File: src/rtl/ps2_pkg.sv
// Shared PS/2 key-event types and constants for the keyboard-input datapath.
// Used by ps2_key_event_sequencer (PS2_EXTENDED_EN build option) and ps2_event_fifo.
package ps2_pkg;

  localparam logic [7:0] PS2_PREFIX_EXT   = 8'hE0;
  localparam logic [7:0] PS2_PREFIX_BREAK = 8'hF0;
  localparam logic [7:0] PS2_ERR_00       = 8'h00;
  localparam logic [7:0] PS2_ERR_FF       = 8'hFF;

  typedef enum logic [1:0] {
    ST_IDLE     = 2'd0,
    ST_GOT_E0   = 2'd1,
    ST_GOT_F0   = 2'd2,
    ST_GOT_E0F0 = 2'd3
  } ps2_state_e;

  typedef struct packed {
    logic       extended;
    logic       key_release;
    logic [7:0] code;
  } key_event_t;

  function automatic logic is_err_code(input logic [7:0] b);
    return (b == PS2_ERR_00) || (b == PS2_ERR_FF);
  endfunction

endpackage

File: src/rtl/ps2_key_event_sequencer_if.sv
// Receive-frame and key-event bus of ps2_key_event_sequencer.
// slave = sequencer side, master = frame source / event consumer side.
interface ps2_key_event_sequencer_if #(
  parameter int FIFO_DEPTH = 4
);
  localparam int CW = $clog2(FIFO_DEPTH) + 1;

  logic          rx_valid;
  logic [7:0]    rx_data;
  logic          rx_error;
  logic          event_ready;
  logic          event_valid;
  logic [7:0]    event_code;
  logic          event_release;
  logic          event_extended;
  logic [CW-1:0] fifo_count;
  logic          overflow;
  logic          error_flag;
  logic          flags_clr;

  modport slave (
    input  rx_valid, rx_data, rx_error, event_ready, flags_clr,
    output event_valid, event_code, event_release, event_extended,
    output fifo_count, overflow, error_flag
  );

  modport master (
    output rx_valid, rx_data, rx_error, event_ready, flags_clr,
    input  event_valid, event_code, event_release, event_extended,
    input  fifo_count, overflow, error_flag
  );
endinterface

File: src/rtl/ps2_event_fifo.sv
// First-word-fall-through FIFO of key_event_t with occupancy count.
// A push into a full FIFO is accepted only when a pop happens in the same cycle.
module ps2_event_fifo
  import ps2_pkg::*;
#(
  parameter int DEPTH = 4
) (
  input  logic                       clock,
  input  logic                       reset_neg,
  input  logic                       i_push,
  input  key_event_t                 i_data,
  input  logic                       i_pop,
  output key_event_t                 o_head,
  output logic                       o_valid,
  output logic                       o_full,
  output logic [$clog2(DEPTH):0]     o_count
);
  localparam int AW = $clog2(DEPTH);
  localparam int CW = AW + 1;

  key_event_t    r_mem [DEPTH];
  logic [AW-1:0] r_wr;
  logic [AW-1:0] r_rd;
  logic [CW-1:0] r_count;
  logic          w_do_push;
  logic          w_do_pop;

  assign o_valid   = (r_count != '0);
  assign o_full    = (r_count == CW'(DEPTH));
  assign w_do_pop  = i_pop && o_valid;
  assign w_do_push = i_push && (!o_full || w_do_pop);
  assign o_head    = r_mem[r_rd];
  assign o_count   = r_count;

  // Storage is reset so the head reads as zero out of reset.
  always_ff @(posedge clock or negedge reset_neg) begin
    if (!reset_neg) begin
      for (int i = 0; i < DEPTH; i++) r_mem[i] <= '0;
      r_wr    <= '0;
      r_rd    <= '0;
      r_count <= '0;
    end else begin
      if (w_do_push) begin
        r_mem[r_wr] <= i_data;
        r_wr        <= r_wr + AW'(1);
      end
      if (w_do_pop) r_rd <= r_rd + AW'(1);
      unique case ({w_do_push, w_do_pop})
        2'b10:   r_count <= r_count + CW'(1);
        2'b01:   r_count <= r_count - CW'(1);
        default: r_count <= r_count;
      endcase
    end
  end
endmodule

File: src/rtl/ps2_key_event_sequencer.sv
// Turns PS/2 frames into make/break key events with repeat filtering and an event FIFO.
// Build option PS2_EXTENDED_EN: enables 0xE0 extended-key handling and event_extended.
//
// state       | meaning
// ST_IDLE     | waiting for a prefix or a make code
// ST_GOT_E0   | extended prefix seen, waiting for code or 0xF0
// ST_GOT_F0   | break prefix seen, waiting for code
// ST_GOT_E0F0 | extended break prefix seen, waiting for code
module ps2_key_event_sequencer
  import ps2_pkg::*;
#(
  parameter int FIFO_DEPTH     = 4,
  parameter int TIMEOUT_CYCLES = 50000
) (
  input  logic                          clock,
  input  logic                          reset_neg,
  ps2_key_event_sequencer_if.slave      bus
);
  localparam int CW = $clog2(FIFO_DEPTH) + 1;
  localparam int TW = $clog2(TIMEOUT_CYCLES);
  localparam logic [TW-1:0] TMO_LAST = TW'(TIMEOUT_CYCLES - 1);

  ps2_state_e    r_state;
  ps2_state_e    w_state_nxt;
  logic [TW-1:0] r_tmo;
  logic [TW-1:0] w_tmo_nxt;
  logic [8:0]    r_last_make;
  logic [8:0]    w_last_nxt;
  logic [8:0]    w_key;
  logic          r_ovf;
  logic          r_err;
  logic          w_err_set;
  logic          w_gen;
  logic          w_push;
  logic          w_pop;
  logic          w_valid;
  logic          w_full;
  logic [CW-1:0] w_count;
  key_event_t    w_evt;
  key_event_t    w_head;

  always_ff @(posedge clock or negedge reset_neg) begin
    if (!reset_neg) begin
      r_state     <= ST_IDLE;
      r_tmo       <= '0;
      r_last_make <= '0;
    end else begin
      r_state     <= w_state_nxt;
      r_tmo       <= w_tmo_nxt;
      r_last_make <= w_last_nxt;
    end
  end

  always_comb begin
    w_state_nxt = r_state;
    w_err_set   = 1'b0;
    w_gen       = 1'b0;
    w_evt       = '0;
    if (bus.rx_valid) begin
      if (bus.rx_error || is_err_code(bus.rx_data)) begin
        w_err_set   = 1'b1;
        w_state_nxt = ST_IDLE;
      end else if (bus.rx_data == PS2_PREFIX_EXT) begin
`ifdef PS2_EXTENDED_EN
        if (r_state == ST_IDLE) begin
          w_state_nxt = ST_GOT_E0;
        end else begin
          w_err_set   = 1'b1;
          w_state_nxt = ST_IDLE;
        end
`endif
      end else if (bus.rx_data == PS2_PREFIX_BREAK) begin
        case (r_state)
          ST_IDLE:   w_state_nxt = ST_GOT_F0;
          ST_GOT_E0: w_state_nxt = ST_GOT_E0F0;
          default: begin
            w_err_set   = 1'b1;
            w_state_nxt = ST_IDLE;
          end
        endcase
      end else begin
        w_gen             = 1'b1;
        w_evt.code        = bus.rx_data;
        w_evt.key_release = (r_state == ST_GOT_F0) || (r_state == ST_GOT_E0F0);
`ifdef PS2_EXTENDED_EN
        w_evt.extended    = (r_state == ST_GOT_E0) || (r_state == ST_GOT_E0F0);
`else
        w_evt.extended    = 1'b0;
`endif
        w_state_nxt       = ST_IDLE;
      end
    end else if ((r_state != ST_IDLE) && (r_tmo == TMO_LAST)) begin
      w_state_nxt = ST_IDLE;
    end
  end

  // Timer restarts on every state change; it saturates so a stale prefix still expires.
  always_comb begin
    w_tmo_nxt = r_tmo;
    if ((w_state_nxt != r_state) || (r_state == ST_IDLE)) w_tmo_nxt = '0;
    else if (r_tmo != TMO_LAST)                           w_tmo_nxt = r_tmo + TW'(1);
  end

  always_comb begin
    w_key      = {w_evt.extended, w_evt.code};
    w_last_nxt = r_last_make;
    w_push     = 1'b0;
    if (w_gen) begin
      if (!w_evt.key_release) begin
        if (w_key != r_last_make) begin
          w_push     = 1'b1;
          w_last_nxt = w_key;
        end
      end else begin
        w_push = 1'b1;
        if (w_key == r_last_make) w_last_nxt = '0;
      end
    end
  end

  assign w_pop = w_valid && bus.event_ready;

  always_ff @(posedge clock or negedge reset_neg) begin
    if (!reset_neg) begin
      r_ovf <= 1'b0;
      r_err <= 1'b0;
    end else if (bus.flags_clr) begin
      r_ovf <= 1'b0;
      r_err <= 1'b0;
    end else begin
      if (w_push && w_full && !w_pop) r_ovf <= 1'b1;
      if (w_err_set)                  r_err <= 1'b1;
    end
  end

  ps2_event_fifo #(
    .DEPTH (FIFO_DEPTH)
  ) u_fifo (
    .clock     (clock),
    .reset_neg (reset_neg),
    .i_push    (w_push),
    .i_data    (w_evt),
    .i_pop     (w_pop),
    .o_head    (w_head),
    .o_valid   (w_valid),
    .o_full    (w_full),
    .o_count   (w_count)
  );

  assign bus.event_valid    = w_valid;
  assign bus.event_code     = w_head.code;
  assign bus.event_release  = w_head.key_release;
  assign bus.event_extended = w_head.extended;
  assign bus.fifo_count     = w_count;
  assign bus.overflow       = r_ovf;
  assign bus.error_flag     = r_err;
endmodule

File: src/flat_wrapper.sv
// flat-port wrapper written by rule: the top's interface ports become plain ports
module ps2_key_event_sequencer_flat import ps2_pkg::*;
#(
  parameter int FIFO_DEPTH     = 4,
  parameter int TIMEOUT_CYCLES = 50000
)
  (clock, reset_neg, bus_rx_valid, bus_rx_data, bus_rx_error, bus_event_ready, bus_flags_clr, bus_event_valid, bus_event_code, bus_event_release, bus_event_extended, bus_fifo_count, bus_overflow, bus_error_flag);
  ps2_key_event_sequencer_if #(.FIFO_DEPTH(FIFO_DEPTH)) bus_i ();
  input  logic clock;
  input  logic reset_neg;
  input wire logic [$bits(bus_i.rx_valid)-1:0] bus_rx_valid;
  input wire logic [$bits(bus_i.rx_data)-1:0] bus_rx_data;
  input wire logic [$bits(bus_i.rx_error)-1:0] bus_rx_error;
  input wire logic [$bits(bus_i.event_ready)-1:0] bus_event_ready;
  input wire logic [$bits(bus_i.flags_clr)-1:0] bus_flags_clr;
  output wire logic [$bits(bus_i.event_valid)-1:0] bus_event_valid;
  output wire logic [$bits(bus_i.event_code)-1:0] bus_event_code;
  output wire logic [$bits(bus_i.event_release)-1:0] bus_event_release;
  output wire logic [$bits(bus_i.event_extended)-1:0] bus_event_extended;
  output wire logic [$bits(bus_i.fifo_count)-1:0] bus_fifo_count;
  output wire logic [$bits(bus_i.overflow)-1:0] bus_overflow;
  output wire logic [$bits(bus_i.error_flag)-1:0] bus_error_flag;
  assign bus_i.rx_valid = bus_rx_valid;
  assign bus_i.rx_data = bus_rx_data;
  assign bus_i.rx_error = bus_rx_error;
  assign bus_i.event_ready = bus_event_ready;
  assign bus_i.flags_clr = bus_flags_clr;
  assign bus_event_valid = bus_i.event_valid;
  assign bus_event_code = bus_i.event_code;
  assign bus_event_release = bus_i.event_release;
  assign bus_event_extended = bus_i.event_extended;
  assign bus_fifo_count = bus_i.fifo_count;
  assign bus_overflow = bus_i.overflow;
  assign bus_error_flag = bus_i.error_flag;
  ps2_key_event_sequencer #(.FIFO_DEPTH(FIFO_DEPTH), .TIMEOUT_CYCLES(TIMEOUT_CYCLES)) u_core (.clock(clock), .reset_neg(reset_neg), .bus(bus_i));
endmodule
File: config.mk
export PLATFORM = sky130hd
export DESIGN_NAME = ps2_key_event_sequencer_flat
export DESIGN_NICKNAME = d
export VERILOG_FILES = /design/src/rtl/ps2_pkg.sv /design/src/rtl/ps2_key_event_sequencer_if.sv /design/src/rtl/ps2_event_fifo.sv /design/src/rtl/ps2_key_event_sequencer.sv /design/src/flat_wrapper.sv
export SDC_FILE = /design/constraint.sdc
export NUM_CORES = 1
export LEC_CHECK = 0
export CAP_MARGIN = 20
export CELL_PAD_IN_SITES_DETAIL_PLACEMENT = 0
export CELL_PAD_IN_SITES_GLOBAL_PLACEMENT = 2
export CORE_ASPECT_RATIO = 0.75
export CORE_MARGIN = 10
export CORE_UTILIZATION = 34
export CTS_CLUSTER_DIAMETER = 60
export CTS_CLUSTER_SIZE = 14
export DETAILED_ROUTE_END_ITERATION = 12
export GPL_TIMING_DRIVEN = 1
export PLACE_DENSITY_LB_ADDON = 0.1
export REMOVE_ABC_BUFFERS = 1
export SETUP_SLACK_MARGIN = 0.5
export SLEW_MARGIN = 10
export SYNTH_ARGS = -nofsm -noshare
export SYNTH_HDL_FRONTEND = slang
export SYNTH_SLANG_ARGS = --single-unit
File: constraint.sdc
create_clock -name clock -period 2.2 [get_ports clock]
set_input_delay 0.44 -clock clock [delete_from_list [all_inputs] [get_ports clock]]
set_output_delay 0.44 -clock clock [all_outputs]
set_load 0.01 [all_outputs]
==> tab_implementation.tex <==
\begin{tabular}{lr}
\hline
Metric & Value \\
\hline
\multicolumn{2}{l}{\textbf{Synth}} \\
\quad Mux contribution to synthesized area & about 7.7\% \\
\quad Proportion of netlist area held by the largest area contributor & about half \\
\quad Synthesized-area fraction occupied by ao, oa, aoi and oai cells & $\sim$15\% \\
\quad Flops \& latches, synth & 71 \\
\quad Mapped Avg Cell Area & between 10 and 15 sq um \\
\quad Number of standard cells after synthesis & 349 \\
\quad Synth Area in Adders & roughly 2.6\% \\
\quad Xor and xnor fraction of the mapped netlist area & 5.74\% \\
\quad Post-synth EDFFs & 0 \\
\quad Predominant post-synthesis flop cell & sky130\_fd\_sc\_hd\_\_dfrtp\_1 \\
\quad Share of synthesized area occupied by flip-flops and latches & approximately half \\
\quad Largest family of logic cells by synthesized area & simple AND/OR/NAND/NOR gates \\
\quad Post-synth cell types & 53 \\
\quad Share of flip-flops with an asynchronous set or reset & 100\% \\
\quad Cell type with the largest total area after synthesis & sky130\_fd\_sc\_hd\_\_dfrtp\_1 \\
\quad Netlist area before placement & 3660 sq um \\
\quad Leading post-synthesis cells by cell area & sky130\_fd\_sc\_hd\_\_dfrtp\_1 (48\%), sky130\_fd\_sc\_hd\_\_nand2\_1 (5.8\%), sky130\_fd\_sc\_hd\_\_o21ai\_0 (5.6\%) \\
\quad Share of synthesized cell area in and, or, nand and nor gates & between 15 and 20\% \\
\quad Total of warnings raised by yosys & 0 \\
\multicolumn{2}{l}{\textbf{Worst setup path}} \\
\quad Peak per-stage delay on the critical path & 440 ps \\
\quad Data required time at the worst endpoint & 2410 ps \\
\quad Launching element type of the critical path & primary input \\
\quad Arrival time of the worst setup path & 2870 ps \\
\quad Crit path max fanout & 4 \\
\quad Critical path capture point type & flip-flop \\
\quad Cells traversed along the worst timing path & buf\_6, and4\_4, a311oi\_2, buf\_4, nand2\_4, xnor2\_4, a2111oi\_4, ha\_4, inv\_4, a21oi\_4, fa\_2, mux2\_4 \\
\quad Crit path kind & in2reg \\
\quad Largest delay contributor family on the critical path & compound AO/OA/AOI/OAI gates \\
\quad Sum of buffers and inverters on the critical path & 3 \\
\quad Slowest stage cell on the critical path & sky130\_fd\_sc\_hd\_\_fa\_2 \\
\multicolumn{2}{l}{\textbf{Timing}} \\
\quad Final total negative setup slack & -16500 ps \\
\quad Min setup slack post-route & -457 ps \\
\quad Number of endpoints failing setup at the final stage & 57 \\
\quad Highest clock rate & $\sim$380 MHz \\
\quad Number of pins exceeding their max-slew limit in the final report & 0 \\
\quad Final-report hold violation count & 0 \\
\quad Unrepaired setup endpoints after global routing & true \\
\quad Min cycle time layout & between 2000 and 3000 ps \\
\quad Final critical-path share of the clock period & 121\% \\
\quad Final clock skew & approximately 7.4 ps \\
\multicolumn{2}{l}{\textbf{Clock tree}} \\
\quad Clock sinks & 71 \\
\quad Post-CTS clock slew at the launch and capture registers of the worst setup and hold paths & $\sim$60 ps \\
\quad Clk\_lat worst skew & about 330 ps \\
\quad Clock tree root driver cell & sky130\_fd\_sc\_hd\_\_clkbuf\_16 \\
\quad Cts hold-fix bufs & 0 \\
\quad TritonCTS clock tree & yes \\
\quad TritonCTS buffer count & 9 \\
\quad Number of H-tree levels & 3 \\
\quad Maximum clock path buffer count & 2 \\
\multicolumn{2}{l}{\textbf{Routing}} \\
\quad Vias after detailed routing & approximately 3000 \\
\quad Initial DRC count & approximately 150 \\
\quad Detailed-router iteration count before antenna repair & 4 \\
\quad Number of design rule violations left after detail routing & 0 \\
\quad Via density & 5.03 \\
\quad Wire length per cell & $\sim$17 um \\
\quad Count of antenna-violating nets left after detailed routing & 0 \\
\quad Post-Route WL & around 10 mm \\
\multicolumn{2}{l}{\textbf{Global routing}} \\
\quad Largest net degree at the start of global routing & 40 \\
\quad Number of antenna violations at the first check in global routing & 0 \\
\quad Via count of the first global-routing pass & about 3100 \\
\quad Global Route Usage Sum & roughly 14\% \\
\quad First-pass GRT wire length & roughly 17 mm \\
\quad Global route total overflow & 0 \\
\multicolumn{2}{l}{\textbf{Finish}} \\
\quad Antenna cell count & 0 \\
\quad Flip-flop and latch area & about 1800 sq um \\
\quad Fin util & approximately 57\% \\
\quad Ratio of cells with drive above 1 in the final layout & $\sim$53\% \\
\quad Multi-input gate area in the final layout & $\sim$2500 sq um \\
\quad Layout-stage area growth over the synthesis result & 60.6\% \\
\quad Final net count & a little under 500 \\
\quad Filler instances & 901 \\
\multicolumn{2}{l}{\textbf{Pwr}} \\
\quad Power consumption & between 0.005 and 0.006 W \\
\quad Peak supply drop & about 520 uV \\
\quad PD cells & about 960 nW/um\^{}2 \\
\quad Static Leakage & between 2 and 2.5 nW \\
\multicolumn{2}{l}{\textbf{Die}} \\
\quad Total core area & around 10000 sq um \\
\quad Die height & 110 um \\
\quad Horiz. Die Dim & around 140 um \\
\quad Effective utilization at floorplan & around a third \\
\quad Die area & between 15000 and 20000 sq um \\
\quad Standard-cell row count & 32 \\
\quad Ports & 30 \\
\multicolumn{2}{l}{\textbf{Flow run}} \\
\quad Max Cap Violations & 0 \\
\multicolumn{2}{l}{\textbf{Outcome}} \\
\quad Failing checks & negative setup slack \\
\quad Result of the run & complete, but fails checks \\
\multicolumn{2}{l}{\textbf{Place}} \\
\quad Routability cong. & between 0.7 and 0.8 \\
\quad I/O Buffers & 28 \\
\quad Post-DP HPWL & 6.75 mm \\
\multicolumn{2}{l}{\textbf{Min path}} \\
\quad Tightest Hold Check Type & in2async \\
\hline
\end{tabular}
[cell usage in the layout (no fill, tap or decap), types with 4 or more instances in the layout]
| master | netlist | final |
|---|---|---|
| sky130_fd_sc_hd__buf_4 | 1 | 51 |
| sky130_fd_sc_hd__buf_2 | 7 | 4 |
| sky130_fd_sc_hd__dfrtp_1 | 71 | 71 |
| sky130_fd_sc_hd__xor2_1 | 7 | 7 |
| sky130_fd_sc_hd__nand3_2 | 0 | 5 |
| sky130_fd_sc_hd__ha_1 | 6 | 4 |
| sky130_fd_sc_hd__o21ai_0 | 41 | 9 |
| sky130_fd_sc_hd__nand2b_1 | 4 | 4 |
| sky130_fd_sc_hd__o21ai_2 | 0 | 19 |
| sky130_fd_sc_hd__clkbuf_16 | 0 | 12 |
| sky130_fd_sc_hd__nand2_4 | 0 | 16 |
| sky130_fd_sc_hd__nor2_1 | 27 | 10 |
| sky130_fd_sc_hd__nand2_2 | 0 | 19 |
| sky130_fd_sc_hd__inv_1 | 5 | 4 |
| sky130_fd_sc_hd__dlygate4sd2_1 | 0 | 5 |
| sky130_fd_sc_hd__buf_12 | 0 | 5 |
| sky130_fd_sc_hd__clkdlybuf4s50_1 | 0 | 11 |
| sky130_fd_sc_hd__nor2_4 | 0 | 15 |
| sky130_fd_sc_hd__nand3_1 | 14 | 9 |
| sky130_fd_sc_hd__nand2_1 | 57 | 22 |
| sky130_fd_sc_hd__mux4_2 | 9 | 9 |
| sky130_fd_sc_hd__o2111ai_4 | 4 | 4 |
| sky130_fd_sc_hd__o21ai_1 | 0 | 13 |
| sky130_fd_sc_hd__mux2_4 | 0 | 5 |
| sky130_fd_sc_hd__xnor2_1 | 17 | 14 |
| sky130_fd_sc_hd__buf_6 | 1 | 28 |
| sky130_fd_sc_hd__a21oi_1 | 10 | 5 |
[cell usage after synthesis, drive strengths merged, types with 2 or more instances]
library cell	instances
dfrtp	71
nand2	57
o21ai	41
nor2	27
xnor2	17
nand3	14
a21oi	10
buf	10
mux4	9
xor2	7
ha	6
nor3	6
o31ai	6
and3	5
inv	5
mux2	5
nand2b	4
o2111ai	4
a31oi	3
and2	3
and4	3
clkbuf	3
nand4	3
or4	3
a22oi	2
nand3b	2
nor4	2
o211ai	2
o21a	2
or3	2
[logic make-up (layout without fill, tap and decap cells)]
logic type | Yosys count | in the layout
AOI/OAI and AO/OA | 77 | 77
xor gates and xnor gates | 24 | 24
adders and majority gates | 7 | 7
buffers and inverters | 18 | 134
DFF | 71 | 71
muxes | 15 | 15
other | 1 | 1
and+or+nand+nor | 136 | 136
[report_power, final]
| group | leakage [nW] | internal (W) | switching (W) |
|---|---|---|---|
| clock | 0.156 | 0.000994 | 0.000574 |
| combinational | 1.35 | 0.00120 | 0.000886 |
| sequential | 0.954 | 0.00167 | 0.000309 |
| total | 2.46 | 0.00387 | 0.00177 |
[per-layer routing]
metal  vias to the layer above  part of all wire [%]  GRT usage, %
met5                         -                     0             0
met4                         0                  0.73          3.68
met3                        10                   3.5          3.58
met2                        42                    45          20.4
met1                      1488                    51          19.5
li1                       1484                     -             -
[flip-flops by register name, indices dropped and copies added, names as in the netlist]
| signal | flops |
|---|---|
| u_core.u_fifo.r_rd | 2 |
| u_core.r_state | 2 |
| u_core.bus.error_flag | 1 |
| u_core.u_fifo.r_mem | 36 |
| u_core.r_tmo | 16 |
| u_core.u_fifo.o_count | 3 |
| u_core.r_last_make | 8 |
| u_core.bus.overflow | 1 |
| u_core.u_fifo.r_wr | 2 |
[layout make-up]
class	count	area share [%]
clock buffers	9	3.83
repair buffers	113	19.4
inverters	5	0.361
well taps	136	2.89
clock inverters	7	1.62
multi-input cells	260	41.7
flip-flops and latches	71	30.2
[worst register-to-register path, delay by kind of cell, from the launching register on]
kind,cells,cell delay [ps]
adder cells (fa/ha/maj),2,650
flip-flops,1,450
buffers and inverters,1,40
AO/OA/AOI/OAI,2,480
XOR/XNOR,1,180
multiplexers,1,270
AND/OR/NAND/NOR,2,370
[stage by stage]
step / cells / setup slack, ps / hold WS [ps] / instance area (sq um)
2_1_floorplan: 336 / -1110 / 144 / 3590
3_3_place_gp: 559 / -1310 / 433 / 4540
3_5_place_dp: 559 / -1400 / 436 / 4540
4_1_cts: 590 / -494 / 73.1 / 5370
5_1_grt: 601 / -542 / 88.4 / 5880
6_report: 601 / -457 / 60.3 / 5880
[final timing paths]
check                                        start                  endpoint  slack [ps]  depth (start not counted)
max                                 bus_rx_data[0]  u_core.u_fifo.o_count[1]        -460                         12
min                                      reset_neg           u_core.r_tmo[6]          60                          1
max reg2reg                  u_core.r_last_make[5]  u_core.u_fifo.o_count[1]        -370                          9
min reg2reg                u_core.u_fifo.r_mem[22]   u_core.u_fifo.r_mem[22]         480                          2
max in group asynchronous                reset_neg   u_core.u_fifo.r_mem[16]        1570                          2
min in group clock         u_core.u_fifo.r_mem[22]   u_core.u_fifo.r_mem[22]         480                          2
[timing repair]
item | in CTS | in global routing
pin swaps | 61 | 33
gates resized for setup | 164 | 114
cloned | 4 | 1
endpoints found under the setup margin | 83 | 80
buffers inserted | 11 | 10
No activity file was read; power rests on OpenSTA's default activity.
